File: src/rtl/alu_serial_ctrl.sv
// alu_serial_ctrl -- bit-serial ALU sequencer.
//
// Runs one WIDTH-bit AND/OR/ADD/SUB/SLT operation through a single 1-bit
// ALU slice, LSB first, one bit per clock. The Op/BInvert encoding is the
// same as the rippled datapath ALU.
//
// Ports:
//   Clock     in   rising-edge clock
//   Reset_n   in   asynchronous active-low reset
//   Start     in   request, sampled only in IDLE
//   A, B      in   WIDTH-bit operands, latched on accept
//   BInvert   in   invert B and force carry-in to 1, latched
//   Op        in   00 AND, 01 OR, 10 ADD/SUB, 11 SLT, latched
//   Busy      out  high from the accepting edge until Done
//   Done      out  one-cycle completion pulse
//   Result    out  WIDTH-bit result, held until the next completion
//   CarryOut  out  MSB carry-out (Op 1x only)
//   Overflow  out  signed overflow (Op 1x only)
//   Zero      out  Result == 0
//
// Optional feature macro: ALU_SERIAL_ZERO_EN (enables the Zero flag; when
// undefined, Zero is tied to 0).

module alu1 (
  input  logic       a_i,
  input  logic       b_i,
  input  logic       binv_i,
  input  logic       cin_i,
  input  logic       less_i,
  input  logic [1:0] op_i,
  output logic       res_o,
  output logic       cout_o
);
  logic bb;
  assign bb     = b_i ^ binv_i;
  assign cout_o = (a_i & bb) | (cin_i & (a_i ^ bb));
  always_comb begin
    res_o = 1'b0;
    case (op_i)
      2'b00: res_o = a_i & bb;
      2'b01: res_o = a_i | bb;
      2'b10: res_o = a_i ^ bb ^ cin_i;
      2'b11: res_o = less_i;
    endcase
  end
endmodule

module alu_serial_ctrl #(
  parameter int WIDTH = 24
) (
  input  logic             Clock,
  input  logic             Reset_n,
  input  logic             Start,
  input  logic [WIDTH-1:0] A,
  input  logic [WIDTH-1:0] B,
  input  logic             BInvert,
  input  logic [1:0]       Op,
  output logic             Busy,
  output logic             Done,
  output logic [WIDTH-1:0] Result,
  output logic             CarryOut,
  output logic             Overflow,
  output logic             Zero
);
  localparam int CW = $clog2(WIDTH + 1);

  typedef enum logic [1:0] {IDLE, RUN, SLTFIX, DONE} state_e;

  state_e           state_q;
  logic [CW-1:0]    cnt_q;
  logic             carry_q;   // running carry between bits
  logic             cmsb_q;    // carry into the MSB
  logic [WIDTH-1:0] a_q, b_q;  // operands, shifted right one bit per step
  logic             binv_q;
  logic [1:0]       op_q;
  logic [WIDTH-1:0] sh_q;      // result assembly, filled from the MSB side
  logic [WIDTH-1:0] Result_q;
  logic             Busy_q, Done_q, CarryOut_q, Overflow_q;

  // Slice interface
  logic       s_res_d, s_cout_d;
  logic [1:0] s_op_d;
  logic       slt_d;

  // SLT runs the slice as a subtract; the compare bit is fixed up afterwards.
  assign s_op_d = (op_q == 2'b11) ? 2'b10 : op_q;
  assign slt_d  = sh_q[WIDTH-1] ^ cmsb_q ^ carry_q;

  alu1 u_slice (
    .a_i    (a_q[0]),
    .b_i    (b_q[0]),
    .binv_i (binv_q),
    .cin_i  (carry_q),
    .less_i (1'b0),
    .op_i   (s_op_d),
    .res_o  (s_res_d),
    .cout_o (s_cout_d)
  );

`ifdef ALU_SERIAL_ZERO_EN
  logic acc_q;   // sticky OR of shifted-in result bits
  logic Zero_q;
  assign Zero = Zero_q;
`else
  assign Zero = 1'b0;
`endif

  always_ff @(posedge Clock or negedge Reset_n) begin
    if (!Reset_n) begin
      state_q    <= IDLE;
      cnt_q      <= '0;
      carry_q    <= 1'b0;
      cmsb_q     <= 1'b0;
      a_q        <= '0;
      b_q        <= '0;
      binv_q     <= 1'b0;
      op_q       <= 2'b00;
      sh_q       <= '0;
      Result_q   <= '0;
      Busy_q     <= 1'b0;
      Done_q     <= 1'b0;
      CarryOut_q <= 1'b0;
      Overflow_q <= 1'b0;
`ifdef ALU_SERIAL_ZERO_EN
      acc_q      <= 1'b0;
      Zero_q     <= 1'b1;
`endif
    end else begin
      Done_q <= 1'b0;
      case (state_q)
        IDLE: begin
          if (Start) begin
            a_q     <= A;
            b_q     <= B;
            binv_q  <= BInvert;
            op_q    <= Op;
            cnt_q   <= '0;
            carry_q <= BInvert;
            Busy_q  <= 1'b1;
            state_q <= RUN;
`ifdef ALU_SERIAL_ZERO_EN
            acc_q   <= 1'b0;
`endif
          end
        end
        RUN: begin
          if (cnt_q != CW'(WIDTH)) begin
            // One bit step
            sh_q    <= {s_res_d, sh_q[WIDTH-1:1]};
            carry_q <= s_cout_d;
            a_q     <= a_q >> 1;
            b_q     <= b_q >> 1;
            cnt_q   <= cnt_q + CW'(1);
            if (cnt_q == CW'(WIDTH - 1))
              cmsb_q <= carry_q;
`ifdef ALU_SERIAL_ZERO_EN
            acc_q   <= acc_q | s_res_d;
`endif
          end else if (op_q == 2'b11) begin
            state_q <= SLTFIX;
          end else begin
            // Wrap-up cycle: publish the assembled result
            Result_q   <= sh_q;
            CarryOut_q <= op_q[1] & carry_q;
            Overflow_q <= op_q[1] & (cmsb_q ^ carry_q);
`ifdef ALU_SERIAL_ZERO_EN
            Zero_q     <= ~acc_q;
`endif
            Busy_q     <= 1'b0;
            Done_q     <= 1'b1;
            state_q    <= DONE;
          end
        end
        SLTFIX: begin
          Result_q   <= {{(WIDTH-1){1'b0}}, slt_d};
          CarryOut_q <= carry_q;
          Overflow_q <= cmsb_q ^ carry_q;
`ifdef ALU_SERIAL_ZERO_EN
          Zero_q     <= ~slt_d;
`endif
          Busy_q     <= 1'b0;
          Done_q     <= 1'b1;
          state_q    <= DONE;
        end
        DONE: begin
          state_q <= IDLE;
        end
      endcase
    end
  end

  assign Busy     = Busy_q;
  assign Done     = Done_q;
  assign Result   = Result_q;
  assign CarryOut = CarryOut_q;
  assign Overflow = Overflow_q;
endmodule
File: config.mk
export PLATFORM = sky130hd
export DESIGN_NAME = alu_serial_ctrl
export DESIGN_NICKNAME = d
export VERILOG_FILES = /design/src/rtl/alu_serial_ctrl.sv
export SDC_FILE = /design/constraint.sdc
export NUM_CORES = 1
export LEC_CHECK = 0
export ABC_AREA = 1
export CORE_MARGIN = 2
export CORE_UTILIZATION = 40
export CTS_CLUSTER_SIZE = 28
export DETAILED_ROUTE_END_ITERATION = 8
export PLACE_DENSITY = 0.65
export SLEW_MARGIN = 10
export SYNTH_ARGS = -nofsm -noshare
export SYNTH_HDL_FRONTEND = slang
export SYNTH_SLANG_ARGS = --single-unit
File: constraint.sdc
create_clock -name Clock -period 2.79 [get_ports Clock]
set_input_delay 0.837 -clock Clock [delete_from_list [all_inputs] [get_ports Clock]]
set_output_delay 0.837 -clock Clock [all_outputs]
set_load 0.02 [all_outputs]
==> flow_metrics.env <==
export IMPL_ys_ff_latch=112
export IMPL_critPathRequiredTime_ps=3040
export IMPL_busiest_layer="met2"
export IMPL_critPathLaunchType="register"
export IMPL_clock_sinks=112
export IMPL_dp_slack_ps=485.5
export IMPL_cp_slowest_cell="nand2_1"
export IMPL_grt_pass1_vias=3512
export IMPL_clk_latency_ps=340
export IMPL_setup_tns_final_ps=0
export IMPL_vias=3560
export IMPL_synthesis_nets=586
export IMPL_worstSetupEndpointType="register"
export IMPL_cts_setup_buffers=0
export IMPL_finalHoldViolations=0
export IMPL_fmax_mhz=455.3
export IMPL_crit_chain="inv_1 > ha_4 > nand2_1 > nor2_1 > nand2_1 > o21ai_0"
export IMPL_antenna_left=0
export IMPL_worst_slack_ps=593.7
export IMPL_ios=83
export IMPL_core_area_um2=12110
export IMPL_clock_skew_final_ps=4.859
export IMPL_maxCapViolCount=0
export IMPL_cts_resized=0
export IMPL_num_rows=40
export IMPL_powerDensity_nw_per_um2=980.0
export IMPL_vdd_ir_drop_worst_uv=495.0
export IMPL_clk_pin_slew_ps=70
export IMPL_cp_max_fo=23
export IMPL_cp_common_cell="nand2_1"
export IMPL_fillCellCount=1168
export IMPL_syn_area_um2=5010
export IMPL_drt_first_iter_violations=192
export IMPL_drv_slew=0
export IMPL_wl_per_cell_um=12.13
export IMPL_antenna_found_initial=0
export IMPL_layout_common_cells="nand2_1, dfrtp_1, clkdlybuf4s50_1"
export IMPL_wl_um=9282
export IMPL_hold_path_class="register to register"
export IMPL_cts_root_buf="clkbuf_16"
export IMPL_use_met3_pct=3.661
export IMPL_fp_dieW_um=115.9
export IMPL_placed_area_um2=5948
export IMPL_worst_pin_slew_ps=817.0
export IMPL_ys_warn_count=0
export IMPL_use_met1_pct=19.68
export IMPL_hold_ws_ps=484.1
export IMPL_dp_hpwl_um=6380
export IMPL_final_common_cell="nand2_1"
export IMPL_area_growth_pct=24.18
export IMPL_place_congestion=0.7568
export IMPL_antennaDiodeCount=0
export IMPL_grt_ovfl_total=0
export IMPL_cts_tree="built"
export IMPL_finalSetupViolCount=0
export IMPL_fin_crit_ps=2196
export IMPL_dieArea_um2=13440
export IMPL_max_slew_margin_rel_pct=45.40
export IMPL_status="finished clean"
export IMPL_start_util_pct=41.36
export IMPL_htreeDepth=3
export IMPL_worstSetupPathType="register to register"
export IMPL_synth_cell_types=28
export IMPL_fin_crit_sh_pct=78.72
export IMPL_final_cells=765
export IMPL_place_inst=749
export IMPL_dr_pass1_iters=4
export IMPL_grt_pass1_wl_um=16120
export IMPL_fin_area_um2=6221
export IMPL_die_y_um=115.9
export IMPL_worstPathArrival_ps=2450
export IMPL_drc=0
export IMPL_port_buffers=81
export IMPL_via_per_inst=4.654
export IMPL_max_stage_delay_ps=490
export IMPL_power_leakage_nw=2.759
export IMPL_synthCells=522
export IMPL_cts_buffer_depth=2
export IMPL_grt_usage_pct=14.97
export IMPL_ys_seq_area_share_pct=55.94
export IMPL_cts_made_buffers=9
export IMPL_syn_mean_instance_area_um2=9.597
export IMPL_drive_gt1_share_pct=5.360
export IMPL_rsz0062_at_grt="no"
export IMPL_grt_met2_usage_pct=24.68
export IMPL_final_util_pct=51.36
export IMPL_cts_hold_buf=0
export IMPL_grt_max_degree=107
export IMPL_p_total_mw=6.096
export IMPL_final_nets=656
layer usage:
layer,part of all wire (%),vias up
met2,45,79
met3,5.3,14
met5,0,-
met1,48,1632
li1,-,1835
met4,1.4,0
worst max-delay path, delay by kind of cell (launching register included):
family	cells	cell delay (ps)
adders and majority gates	1	380
and+or+nand+nor	3	790
DFF	1	430
AOI/OAI and AO/OA	1	340
buffers and inverters	1	160
final timing paths:
check | from | end | slack (ps) | depth (start not counted)
max in group asynchronous | Reset_n | a_q[6] | 1660 | 2
min in group asynchronous | Reset_n | Result[17] | 510 | 1
hold reg to reg | b_q[4] | b_q[4] | 480 | 2
setup / recovery | state_q[1] | Result[23] | 590 | 6
hold / removal | b_q[4] | b_q[4] | 480 | 2
setup reg to reg | state_q[1] | Result[23] | 590 | 6
cell type report:
cell class,count,area [µm²],share of cell area (%)
clock buffer,10,229.0,3.681
clock inverter,6,43.79,0.7039
inverter,44,165.2,2.655
multi-input combinational,337,1872,30.09
sequential,112,2803,45.05
tap,168,210.2,3.379
timing repair buffer,88,898.4,14.44
synth_stat cells:
| library cell | instances | area (µm²) |
|---|---|---|
| o21ai_2 | 1 | 8.760 |
| nand2_2 | 1 | 6.260 |
| xnor2_1 | 1 | 8.760 |
| or2_2 | 1 | 6.260 |
| o21ai_1 | 34 | 170.2 |
| nor2_2 | 1 | 6.260 |
| a21oi_1 | 3 | 15.01 |
| or2_0 | 1 | 6.260 |
| mux2_2 | 1 | 11.26 |
| nand4_1 | 2 | 12.51 |
| conb_1 | 1 | 3.750 |
| o21ai_0 | 75 | 375.4 |
| xor2_1 | 1 | 8.760 |
| inv_2 | 2 | 7.510 |
| buf_2 | 14 | 70.07 |
| inv_1 | 42 | 157.7 |
| fa_1 | 1 | 20.02 |
| nand3_4 | 1 | 17.52 |
| clkbuf_1 | 7 | 26.28 |
| nor2_1 | 7 | 26.28 |
| nand2_1 | 136 | 510.5 |
| nand3_1 | 13 | 65.06 |
| buf_4 | 1 | 7.510 |
| o21bai_1 | 1 | 7.510 |
| dfrtp_1 | 112 | 2803 |
| buf_6 | 7 | 78.83 |
| ha_1 | 9 | 112.6 |
| mux2i_1 | 46 | 460.4 |
flip-flops by register name (all words and copies together), names as in the netlist:
register and flops:
op_q 2, cnt_q 5, Result 24, sh_q 24
CarryOut 1, Done 1, b_q 24, binv_q 1
Busy 1, Overflow 1, carry_q 1, cmsb_q 1
a_q 24, state_q 2
where the power goes:
| group | total [mW] | internal (mW) | leakage (nW) | switching, mW |
|---|---|---|---|---|
| clock network | 1.20 | 0.612 | 0.133 | 0.588 |
| registers | 2.53 | 2.19 | 1.46 | 0.337 |
| logic | 2.37 | 0.942 | 1.17 | 1.43 |
| total | 6.10 | 3.74 | 2.76 | 2.35 |
logic make-up (layout without fill, tap and decap cells):
| family | after synthesis | in the layout | share of synthesized area [%] |
|---|---|---|---|
| compound gates | 114 | 114 | 11.51 |
| xor+xnor | 2 | 2 | 0.3497 |
| buf+inv | 73 | 148 | 6.943 |
| fa+ha+maj | 10 | 10 | 2.647 |
| flops | 112 | 112 | 55.94 |
| simple gates | 163 | 163 | 13.11 |
| other cells | 1 | 1 | 0.07485 |
| mux | 47 | 47 | 9.416 |
Note: power is estimated with default switching activity, not from simulation.
